File: config.mk
export PLATFORM = sky130hd
export DESIGN_NAME = elevator_motion_controller_flat
export DESIGN_NICKNAME = d
export VERILOG_FILES = /design/src/rtl/elevator_motion_controller_if.sv /design/src/rtl/elevator_motion_controller.sv /design/src/flat_wrapper.sv
export SDC_FILE = /design/constraint.sdc
export NUM_CORES = 1
export LEC_CHECK = 0
export CAP_MARGIN = 10
export CORE_UTILIZATION = 49
export DETAILED_ROUTE_END_ITERATION = 10
export PLACE_DENSITY = 0.82
export SLEW_MARGIN = 20
export SYNTH_ARGS = -nofsm -noshare
export SYNTH_HDL_FRONTEND = slang
export SYNTH_SLANG_ARGS = --single-unit
File: constraint.sdc
create_clock -name clk -period 4.3 [get_ports clk]
set_clock_uncertainty 0.05 [all_clocks]
set_input_delay 0.86 -clock clk [delete_from_list [all_inputs] [get_ports clk]]
set_output_delay 0.86 -clock clk [all_outputs]
set_load 0.02 [all_outputs]
File: src/rtl/elevator_motion_controller_if.sv
// Bus between the memory manager (master) and the cabin motion controller (slave).
// Optional macro ELEVATOR_DOOR_HOLD_EN adds the DoorHold request line.
//
// Signalling: every line is a plain level with no valid/ready pair. The master
// holds NoStopRequest/UDRequest steady while Stop=1 until the cabin starts
// moving. OCRequest is edge-qualified in IDLE and level-sampled in EVAL.
// Delay is a one-cycle strobe on each floor arrival. All slave outputs
// are registered. fsm_state mirrors the controller state register for debug.
interface elevator_motion_controller_if;
    logic       NoStopRequest;
    logic       UDRequest;
    logic       OCRequest;
    logic [3:0] StopsUp;
    logic [3:0] StopsDw;
`ifdef ELEVATOR_DOOR_HOLD_EN
    logic       DoorHold;
`endif
    logic [1:0] CurrentFloor;
    logic       UDIn;
    logic       Delay;
    logic       Stop;
    logic       Moving;
    logic       DoorOpen;
    logic [2:0] fsm_state;

`ifdef ELEVATOR_DOOR_HOLD_EN
    modport master (
        output NoStopRequest, UDRequest, OCRequest, StopsUp, StopsDw, DoorHold,
        input  CurrentFloor, UDIn, Delay, Stop, Moving, DoorOpen, fsm_state
    );
    modport slave (
        input  NoStopRequest, UDRequest, OCRequest, StopsUp, StopsDw, DoorHold,
        output CurrentFloor, UDIn, Delay, Stop, Moving, DoorOpen, fsm_state
    );
`else
    modport master (
        output NoStopRequest, UDRequest, OCRequest, StopsUp, StopsDw,
        input  CurrentFloor, UDIn, Delay, Stop, Moving, DoorOpen, fsm_state
    );
    modport slave (
        input  NoStopRequest, UDRequest, OCRequest, StopsUp, StopsDw,
        output CurrentFloor, UDIn, Delay, Stop, Moving, DoorOpen, fsm_state
    );
`endif
endinterface

File: src/rtl/elevator_motion_controller.sv
// Cabin motion and door sequencer for a 4-floor shaft.
// Travel time per floor and door dwell are modelled with one shared cycle counter.
// Optional macro ELEVATOR_DOOR_HOLD_EN: DoorHold keeps the door counter at 0
// while high, which extends the dwell.
module elevator_motion_controller #(
    parameter int TRAVEL_TICKS = 8,
    parameter int DOOR_TICKS   = 6
) (
    input logic clk,
    input logic reset,
    elevator_motion_controller_if.slave bus
);

    localparam int CNT_MAX = (TRAVEL_TICKS > DOOR_TICKS) ? TRAVEL_TICKS : DOOR_TICKS;
    localparam int CW      = $clog2(CNT_MAX + 1);
    localparam logic [CW-1:0] TRAVEL_LAST = CW'(TRAVEL_TICKS - 1);
    localparam logic [CW-1:0] DOOR_LAST   = CW'(DOOR_TICKS - 1);

    typedef enum logic [2:0] {
        IDLE   = 3'd0,
        MOVE   = 3'd1,
        ARRIVE = 3'd2,
        EVAL   = 3'd3,
        DOOR   = 3'd4
    } state_t;

    state_t        state;
    logic [CW-1:0] cnt;
    logic          oc_q;
    logic [1:0]    floor;
    logic          ud;

    logic          oc_rise;
    logic          move_legal;
    logic          stop_beyond;
    logic          door_hold;
    logic [3:0]    stops;

    // A door request in IDLE counts only on its rising edge, so a request left
    // high from an earlier arrival cannot reopen the door.
    assign oc_rise    = bus.OCRequest & ~oc_q;
    assign move_legal = bus.UDRequest ? (floor != 2'd3) : (floor != 2'd0);
    assign stops      = bus.StopsUp | bus.StopsDw;

`ifdef ELEVATOR_DOOR_HOLD_EN
    assign door_hold = bus.DoorHold;
`else
    assign door_hold = 1'b0;
`endif

    // Any pending stop strictly ahead of the cabin in the latched direction.
    always_comb begin
        stop_beyond = 1'b0;
        for (int i = 0; i < 4; i++) begin
            if (ud && (i > int'(floor))) begin
                stop_beyond = stop_beyond | stops[i];
            end
            if (!ud && (i < int'(floor))) begin
                stop_beyond = stop_beyond | stops[i];
            end
        end
    end

    // State, position, direction and counter update.
    always_ff @(posedge clk or negedge reset) begin
        if (!reset) begin
            state <= IDLE;
            cnt   <= '0;
            oc_q  <= 1'b0;
            floor <= 2'd0;
            ud    <= 1'b1;
        end else begin
            oc_q <= bus.OCRequest;
            case (state)
                IDLE: begin
                    if (oc_rise) begin
                        state <= DOOR;
                        cnt   <= '0;
                    end else if (bus.NoStopRequest && move_legal) begin
                        state <= MOVE;
                        ud    <= bus.UDRequest;
                        cnt   <= '0;
                    end
                end
                MOVE: begin
                    if (cnt == TRAVEL_LAST) begin
                        floor <= ud ? (floor + 2'd1) : (floor - 2'd1);
                        cnt   <= '0;
                        state <= ARRIVE;
                    end else begin
                        cnt <= cnt + CW'(1);
                    end
                end
                ARRIVE: begin
                    // The Delay strobe is up this cycle, so the memory manager
                    // can answer with OCRequest before EVAL samples it.
                    state <= EVAL;
                end
                EVAL: begin
                    cnt <= '0;
                    if (bus.OCRequest) begin
                        state <= DOOR;
                    end else if (stop_beyond) begin
                        state <= MOVE;
                    end else begin
                        state <= IDLE;
                    end
                end
                DOOR: begin
                    if (door_hold) begin
                        cnt <= '0;
                    end else if (cnt == DOOR_LAST) begin
                        cnt   <= '0;
                        state <= IDLE;
                    end else begin
                        cnt <= cnt + CW'(1);
                    end
                end
                default: begin
                    state <= IDLE;
                    cnt   <= '0;
                end
            endcase
        end
    end

    // Status outputs decode only from registers, so no input reaches an output
    // combinationally.
    assign bus.CurrentFloor = floor;
    assign bus.UDIn         = ud;
    assign bus.Delay        = (state == ARRIVE);
    assign bus.Stop         = (state == IDLE);
    assign bus.Moving       = (state == MOVE);
    assign bus.DoorOpen     = (state == DOOR);
    assign bus.fsm_state    = state;

endmodule

File: src/flat_wrapper.sv
// flat-port wrapper written by rule: the top's interface ports become plain ports
module elevator_motion_controller_flat 
#(
    parameter int TRAVEL_TICKS = 8,
    parameter int DOOR_TICKS   = 6
)
  (clk, reset, bus_NoStopRequest, bus_UDRequest, bus_OCRequest, bus_StopsUp, bus_StopsDw, bus_CurrentFloor, bus_UDIn, bus_Delay, bus_Stop, bus_Moving, bus_DoorOpen, bus_fsm_state);
  elevator_motion_controller_if bus_i ();
  input logic clk;
  input logic reset;
  input wire logic [$bits(bus_i.NoStopRequest)-1:0] bus_NoStopRequest;
  input wire logic [$bits(bus_i.UDRequest)-1:0] bus_UDRequest;
  input wire logic [$bits(bus_i.OCRequest)-1:0] bus_OCRequest;
  input wire logic [$bits(bus_i.StopsUp)-1:0] bus_StopsUp;
  input wire logic [$bits(bus_i.StopsDw)-1:0] bus_StopsDw;
  output wire logic [$bits(bus_i.CurrentFloor)-1:0] bus_CurrentFloor;
  output wire logic [$bits(bus_i.UDIn)-1:0] bus_UDIn;
  output wire logic [$bits(bus_i.Delay)-1:0] bus_Delay;
  output wire logic [$bits(bus_i.Stop)-1:0] bus_Stop;
  output wire logic [$bits(bus_i.Moving)-1:0] bus_Moving;
  output wire logic [$bits(bus_i.DoorOpen)-1:0] bus_DoorOpen;
  output wire logic [$bits(bus_i.fsm_state)-1:0] bus_fsm_state;
  assign bus_i.NoStopRequest = bus_NoStopRequest;
  assign bus_i.UDRequest = bus_UDRequest;
  assign bus_i.OCRequest = bus_OCRequest;
  assign bus_i.StopsUp = bus_StopsUp;
  assign bus_i.StopsDw = bus_StopsDw;
  assign bus_CurrentFloor = bus_i.CurrentFloor;
  assign bus_UDIn = bus_i.UDIn;
  assign bus_Delay = bus_i.Delay;
  assign bus_Stop = bus_i.Stop;
  assign bus_Moving = bus_i.Moving;
  assign bus_DoorOpen = bus_i.DoorOpen;
  assign bus_fsm_state = bus_i.fsm_state;
  elevator_motion_controller #(.TRAVEL_TICKS(TRAVEL_TICKS), .DOOR_TICKS(DOOR_TICKS)) u_core (.clk(clk), .reset(reset), .bus(bus_i));
endmodule
[Word-level counts from Yosys, hierarchy flattened]
Cells that the tools add are included.
Operators by class
  equal/unequal tests: 10
  $lt $le $gt $ge: 6
  bitwise gates (word level): 10
  $add $sub $neg: 3
  reduce and logical (&&, ||, !) cells: 14
  multiplexer cells: 20
Operators with widths (number)
  $mux W4: 4
  $pmux W4 S4: 1
  $mux W3: 5
  $pmux W3 S5: 1
  $eq A4 B3 Y1 const B: 2
  $mux W1: 8
  $logic_and A1 B1 Y1: 7
  $eq A3 B2 Y1 const B: 2
  $reduce_and A3 Y1: 2
  $or A1 B1 Y1: 5
  $add A4 B1 Y4 const B: 1
  $gt A2 B2 Y1 const A: 2
  $lt A1 B2 Y1 const A: 2
  $ne A2 B1 Y1 const B: 2
  $or A4 B4 Y4: 1
  $reduce_and A2 Y1: 2
  $eq A3 B1 Y1 const B: 1
  $eq A3 B3 Y1 const B: 1
  $logic_not A3 Y1: 1
  $ne A3 B1 Y1 const B: 1
  $not A1 Y1: 3
  $add A2 B1 Y2 const B: 1
  $gt A1 B2 Y1 const A: 1
  $lt A2 B2 Y1 const A: 1
  6 further kinds: 6
Word-level totals
  register bits after elaboration: 11
  input bits: 13
  output and inout port bits: 10

[Logic depth before layout (Yosys ltp)]
Gate-level depths: netlist of run 1.
  word-level depth: 16
  depth in mapped cells: 7

[Worst setup path after synthesis of run 1]
OpenSTA, ideal clock, no wires.
  path type: register -> output
  from: reg u_core.state[0], in the netlist u_core.bus.fsm_state[0]
  to: out bus_Delay
  path buffers: 1
  path slack: 2.119 ns
  required time: 3.390 ns
  arrival time: 1.271 ns
  cell stages (with the launch flop): 3
  cell sequence: dfrtp_1 -> buf_4 -> nor3b_1
On the way
  word-level cells in the longest chain between the ends: 1
Ends and longest elaborated chain
  from (decl): RTL line elevator_motion_controller.sv:27  | state_t state;
  from (signal assigned): RTL line elevator_motion_controller.sv:67  | state <= IDLE;
  from (signal assigned): RTL line elevator_motion_controller.sv:77  | state <= DOOR;
  from (signal assigned): RTL line elevator_motion_controller.sv:80  | state <= MOVE;
  $eq A3 B2 Y1: RTL line elevator_motion_controller.sv:131  | assign bus.Delay = (state == ARRIVE);
  to (decl): RTL line flat_wrapper.sv:18  | output wire logic [$bits(bus_i.Delay)-1:0] bus_Delay;
No other way between the ends.

[Worst setup path after layout of run 1]
  from: reg u_core.state[0], in the netlist u_core.bus.fsm_state[0]
  to: out bus_Moving
On the way
  word-level cells in the longest chain between the ends: 1
Ends and longest elaborated chain
  $eq A3 B1 Y1: RTL line elevator_motion_controller.sv:133  | assign bus.Moving = (state == MOVE);
  to (decl): RTL line flat_wrapper.sv:20  | output wire logic [$bits(bus_i.Moving)-1:0] bus_Moving;
No other way between the ends.

==> run metrics, run 1 <==
Chip Height=between 40 and 50 µm; worst path cell trace=or3b_4, inv_1, clkdlybuf4s50_1; cts hold-fix bufs=0; most common cell after layout, fill and taps aside=clkdlybuf4s50_1; synthesized area=just under 800 µm²; # Post-CTS Setup Buffers=0; vias in the first global route=slightly below 700; multi-input gate area in the final layout=469 µm²; post-route setup TNS=0 ns; Least-Margin Pin Slew=0.516 ns; DRT iter0 DRCs=7; LEAKAGE=between 0.4 and 0.5 nW; Die ar.=1770 µm²; Critical path buffers and inverters=2; starting density of the core=between 50% and 60%; Flop pwr share=between 30 and 40%; Hold Startpoint=u_core.cnt[2]$_DFFE_PN0P_; critical path data arrival time=between 1.5 and 2 ns; core area=between 1500 and 2000 µm²; internal power=~0.33 mW; FF+latch count, synth=11; initial antenna violation count=0; io pins=23; HPWL after detailed placement=1310 µm; syn_nets=105; grt ovf=0; vias after detailed routing=between 600 and 700; RR Startpoint=u_core.bus.fsm_state[0]$_DFFE_PN0P_; maximum vdd drop=roughly 0.38 mV; Clock Path Buffers=2; combinational share of power=a little over half; unrepaired setup endpoints after global routing=no; Net Switching=0.250 mW; status=finished clean; crit path from=u_core.bus.fsm_state[0]$_DFFE_PN0P_; Worst-path clk slew=0.08 ns; Switching Share=a little over two fifths; post-synthesis sequential area ratio=35.1%; Layout fillers=roughly 120; Final nets=130; count of max-cap constraint violations=0; FP Rows=14; Routed Antenna Nets=0; synth unique cells=34; Final Hold Viols=0; drt total wl=~1700 µm; CP Capture Type=output port; area grow syn2layout=31.5%; CP max stage delay=roughly 0.6 ns; Fmax achieved=between 0.3 and 0.4 GHz; CP top delay family=buffers and inverters; max-slew violations=0; CTS tree=done; Reg area=277 µm²; startpoint types=flip-flop; CP max stage cell=clkdlybuf4s50_1; Tmin final=between 2 and 3 ns; PwrDens=560 nW/µm²; fin crit share=about two thirds; CTS root buf=clkbuf_4; WL/cell=between 10 and 15 µm; clock insertion delay at the later pin of the skew report=~0.28 ns; Routability Congestion=0.877; Pre-antenna DRT Iters=4; Setup violations, final=0; Clock Power Share=~13%; # port buffers=22; clk sinks=11; post-route setup slack=roughly 1.5 ns; first-pass GRT wire length=2850 µm; DR vias/cell=about 5.6; gr usage total=21.3%; YS warnings=0; critical path data required time=3.39 ns; largest net degree at the start of global routing=12; Hold WC Path Type=flip-flop to flip-flop; Mapped Cells=83; TritonCTS Buffers=3; dpl ws=between 1.5 and 2 ns; Worst Path Max Fanout=9; critical path class=flip-flop to output port; mean area per synthesized cell=roughly 9.5 µm²; post-cts repair resize count=0; Remaining DRCs=0; CTS H-tree depth=1; diode count=0; Slew Limit Headroom=about two thirds; share of layout cells above drive strength 1=a little under a tenth; commonest non-fill, non-tap cells in the layout=22 x clkdlybuf4s50_1, 10 x dfrtp_1, 9 x ha_1; Horiz. Die Dim=42.1 µm
metrics by stage:
| stage | hold WS [ns] | cell area [µm²] | instances | util, % | total power [mW] |
|---|---|---|---|---|---|
| final | 0.497 | 1030 | 123 | 68.7 | 0.579 |
| after global routing | 0.511 | 1030 | 123 | 68.7 | 0.617 |
| after CTS | 0.487 | 1030 | 123 | 68.7 | 0.579 |
| after detailed placement | 0.473 | 1010 | 119 | 66.9 | 0.505 |
| after global placement | 0.468 | 1010 | 119 | 66.9 | 0.496 |
| after floorplan | 0.437 | 787 | 83 | - | 0.395 |
cell type report:
type	instances	area share, %
multi-input combinational	64	45.3
sequential	11	26.7
timing repair buffer	22	21.3
clock buffer	4	2.54
inverter	6	2.18
tap	16	1.93
power groups by stage:
stage / sequential [mW] / clock, mW / combinational (mW)
floorplan: 0.192 / 0 / 0.202
CTS: 0.189 / 0.0732 / 0.317
finish: 0.191 / 0.0727 / 0.316
detailed placement: 0.191 / 0 / 0.314
global route: 0.197 / 0.0777 / 0.342
global placement: 0.186 / 0 / 0.310
layer usage:
| layer | up-vias | track usage [%] | routed length, µm |
|---|---|---|---|
| li1 | 339 | - | - |
| met1 | 322 | 24.2 | 741 |
| met2 | 21 | 37.2 | 817 |
| met3 | 2 | 8.62 | 109 |
| met4 | 0 | 5.63 | 9 |
| met5 | - | 0 | 0 |
state kept, by name (all words and copies together) (netlist names):
register	count
u_core.cnt	4
u_core.bus.fsm_state	3
u_core.oc_q	1
u_core.bus.CurrentFloor	2
u_core.bus.UDIn	1
worst register-to-register path: cells and delay by family (launching register included):
kind / cells / cell delay, ns
flops: 1 / 0.51
compound gates: 3 / 0.31
simple gates: 2 / 0.83
path summary, 6_finish.rpt:
kind | to | slack [ns] | cells after the start
worst max-delay path | bus_Moving | 1.45 | 3
worst min-delay path | u_core.cnt[2]$_DFFE_PN0P_ | 0.50 | 1
worst max register to register | u_core.cnt[3]$_DFFE_PN0P_ | 2.50 | 5
worst min register to register | u_core.cnt[2]$_DFFE_PN0P_ | 0.50 | 1
max in group asynchronous | u_core.cnt[3]$_DFFE_PN0P_ | 2.97 | 1
min in group asynchronous | u_core.oc_q$_DFF_PN0_ | 0.87 | 1
cell usage after synthesis, drive strengths merged:
| master | count | area [µm²] |
|---|---|---|
| a31oi | 1 | 6.26 |
| mux2i | 1 | 10.0 |
| or3 | 1 | 6.26 |
| nand2 | 8 | 30.0 |
| dfstp | 1 | 26.3 |
| or3b | 1 | 11.3 |
| inv | 6 | 22.5 |
| a21o | 1 | 7.51 |
| nand2b | 1 | 6.26 |
| o221ai | 1 | 8.76 |
| o32a | 1 | 10.0 |
| and4bb | 1 | 12.5 |
| xnor2 | 3 | 26.3 |
| nor2 | 7 | 26.3 |
| o41a | 1 | 12.5 |
| nor2b | 1 | 6.26 |
| dfrtp | 10 | 250 |
| nor3b | 2 | 20.0 |
| o211ai | 1 | 7.51 |
| mux2 | 1 | 11.3 |
| a21oi | 6 | 45.1 |
| nand3b | 1 | 7.51 |
| o31ai | 2 | 15.0 |
| a21boi | 1 | 7.51 |
| nand3 | 1 | 5.00 |
| ha | 9 | 113 |
| and3 | 2 | 12.5 |
| buf | 2 | 18.8 |
| nor3 | 3 | 15.0 |
| o21ai | 6 | 30.0 |
logic make-up after synthesis:
group / synth area share [%]
simple gates: 20.2
flops: 35.1
buf+inv: 5.25
xor+xnor: 3.34
mux: 2.70
fa+ha+maj: 14.3
compound gates: 19.1
Power figures use the tool's default switching activity.
==> inputs of run 2 (changes only) <==
CORE_UTILIZATION = 41   (was 49)
PLACE_DENSITY = 0.74   (was 0.82)
clock period = 2.4 ns   (was 4.3 ns; I/O delays follow)
==> run 2 against run 1 <==
Compared with the run above:
- sequential cell count unchanged
- sequential share of layout area decreased by 0.29 points
- routed wire length decreased by 4.8%
- non-clock buffer count unchanged
- register-to-register slack got worse by 1.9 ns
- critical endpoint is now bus_Delay
- largest cell class unchanged
==> run metrics, run 2 (synthesized netlist as in run 1, its figures left out) <==
grt ovf=0; DP Area=between 1000 and 1500 µm²; Die ar.=between 2000 and 2500 µm²; Worst Path Max Fanout=9; initial antenna violation count=0; starting density of the core=between 40 and 50%; io pins=23; status=finished clean; TritonCTS Buffers=3; Worst-path clk slew=about 0.080 ns; reg2reg end=u_core.cnt[2]$_DFFE_PN0P_; CTS tree=done; DR vias/cell=between 5 and 6; Routability Congestion=0.796; Clock Power Share=12.4%; critical path data required time=1.87 ns; LEAKAGE=~0.47 nW; critical path data arrival time=around 1.7 ns; FP Rows=15; gr usage total=between 10% and 20%; Pre-antenna DRT Iters=4; max reg flops=4; Critical Path End=bus_Delay; cts hold-fix bufs=0; count of max-cap constraint violations=0; Largest Register=u_core.cnt; Tmin final=roughly 2.3 ns; Final Hold Viols=0; critical path class=flip-flop to output port; DRT iter0 DRCs=10; clock insertion delay at the later pin of the skew report=between 0.2 and 0.3 ns; Hold WC Path Type=primary input to async pin; HPWL after detailed placement=between 1000 and 1500 µm; clk sinks=11; FF-to-FF setup slack=roughly 0.63 ns; Slew Limit Headroom=65.4%; # port buffers=22; WL/cell=12.1 µm; Flop pwr share=about a third; Setup violations, final=0; Chip Height=~46 µm; Final Cell Area=1050 µm²; largest net degree at the start of global routing=12; R2R depth=7; Net Switching=around 0.44 mW; fin crit share=a little over nine tenths; Horiz. Die Dim=45.8 µm; core area=1760 µm²; Switching Share=a little over two fifths; maximum vdd drop=around 0.56 mV; drt total wl=about 1600 µm; Clock Path Buffers=2; vias after detailed routing=approximately 660; Final Util=59.6%; Routed Antenna Nets=0; crit path from=u_core.bus.fsm_state[1]$_DFFE_PN0P_; RR Startpoint=u_core.bus.CurrentFloor[1]$_DFFE_PN0P_; diode count=0; internal power=0.588 mW; Least-Margin Pin Slew=0.518 ns; Remaining DRCs=0; GR Layer Usage met3=about 7%; first-pass GRT wire length=2630 µm; worst path cell trace=nor3b_2, clkdlybuf4s50_1; commonest non-fill, non-tap cells in the layout=21 x clkdlybuf4s50_1, 9 x ha_1, 9 x dfrtp_1; routing usage on met2=a little under a third; unrepaired setup endpoints after global routing=no; max-slew violations=0; Fmax achieved=0.444 GHz; CP max stage delay=0.65 ns; combinational share of power=a little over half; startpoint types=flip-flop; most common cell after layout, fill and taps aside=clkdlybuf4s50_1; share of layout cells above drive strength 1=between 10% and 20%; vias in the first global route=604; post-route setup TNS=0 ns; PwrDens=around 980 nW/µm²; # Post-CTS Setup Buffers=0; Most Crowded Layer GR=met2; GRT met1 Usage=20.6%; area grow syn2layout=33.5%; Final nets=130; CTS root buf=clkbuf_4; CTS H-tree depth=1; CP Capture Type=output port; CP max stage cell=clkdlybuf4s50_1
[run 2: changes by cell type in the layout (fill, tap and decap cells not counted), sizes merged]
cell / previous run / this run
clkdlybuf4s50: 22 / 21
dlygate4sd2: 0 / 1
[run 2: timing repair]
action	CTS	global route
resized for setup	2	1
endpoints found under the setup margin	1	1
cloned	0	0
[run 2: critical path, delay by kind of cell, from the launching register on]
kind                   cells  cell delay, ns
AND/OR/NAND/NOR            1            0.30
flip-flops                 1            0.50
buffers and inverters      1            0.65
[run 2: metrics by stage]
step / worst slack [ns] / cells / hold slack, ns / power [mW]
floorplan: 0.295 / 83 / 0.134 / 0.708
global placement: 0.273 / 128 / 0.475 / 0.891
detailed placement: 0.264 / 128 / 0.483 / 0.901
CTS: 0.0360 / 132 / 0.492 / 1.03
global route: 0.0582 / 132 / 0.522 / 1.10
finish: 0.146 / 132 / 0.494 / 1.03
[run 2: worst min path at each step]
stage | startpoint | to | slack (ns) | cells after the start
detailed placement | u_core.cnt[2]$_DFFE_PN0P_ | u_core.cnt[2]$_DFFE_PN0P_ | 0.48 | 1
CTS | u_core.cnt[2]$_DFFE_PN0P_ | u_core.cnt[2]$_DFFE_PN0P_ | 0.49 | 1
finish | reset | u_core.cnt[3]$_DFFE_PN0P_ | 0.49 | 1
global route | reset | u_core.oc_q$_DFF_PN0_ | 0.52 | 1
global placement | u_core.cnt[2]$_DFFE_PN0P_ | u_core.cnt[2]$_DFFE_PN0P_ | 0.48 | 1
floorplan | reset | u_core.bus.CurrentFloor[0]$_DFFE_PN0P_ | 0.13 | 0
[run 2: layout make-up]
class                           instances  area (µm²)
Clock buffer                            4        26.3
Timing Repair Buffer                   22         219
Sequential cell                        11         278
Inverter                                6        22.5
Multi-Input combinational cell         64         474
Tap cell                               25        31.3
Fill cell                             171         713
[run 2: per-layer routing]
layer,up-vias,wire length (µm)
li1,340,-
met1,311,756
met2,12,770
met3,0,71
met4,0,0
met5,-,0
[run 2: power by group through the flow]
stage	Combinational (mW)	Clock [mW]	Sequential, mW
floorplan	0.363	0	0.345
global placement	0.556	0	0.336
detailed placement	0.561	0	0.341
CTS	0.560	0.136	0.338
global route	0.607	0.145	0.353
finish	0.560	0.128	0.342
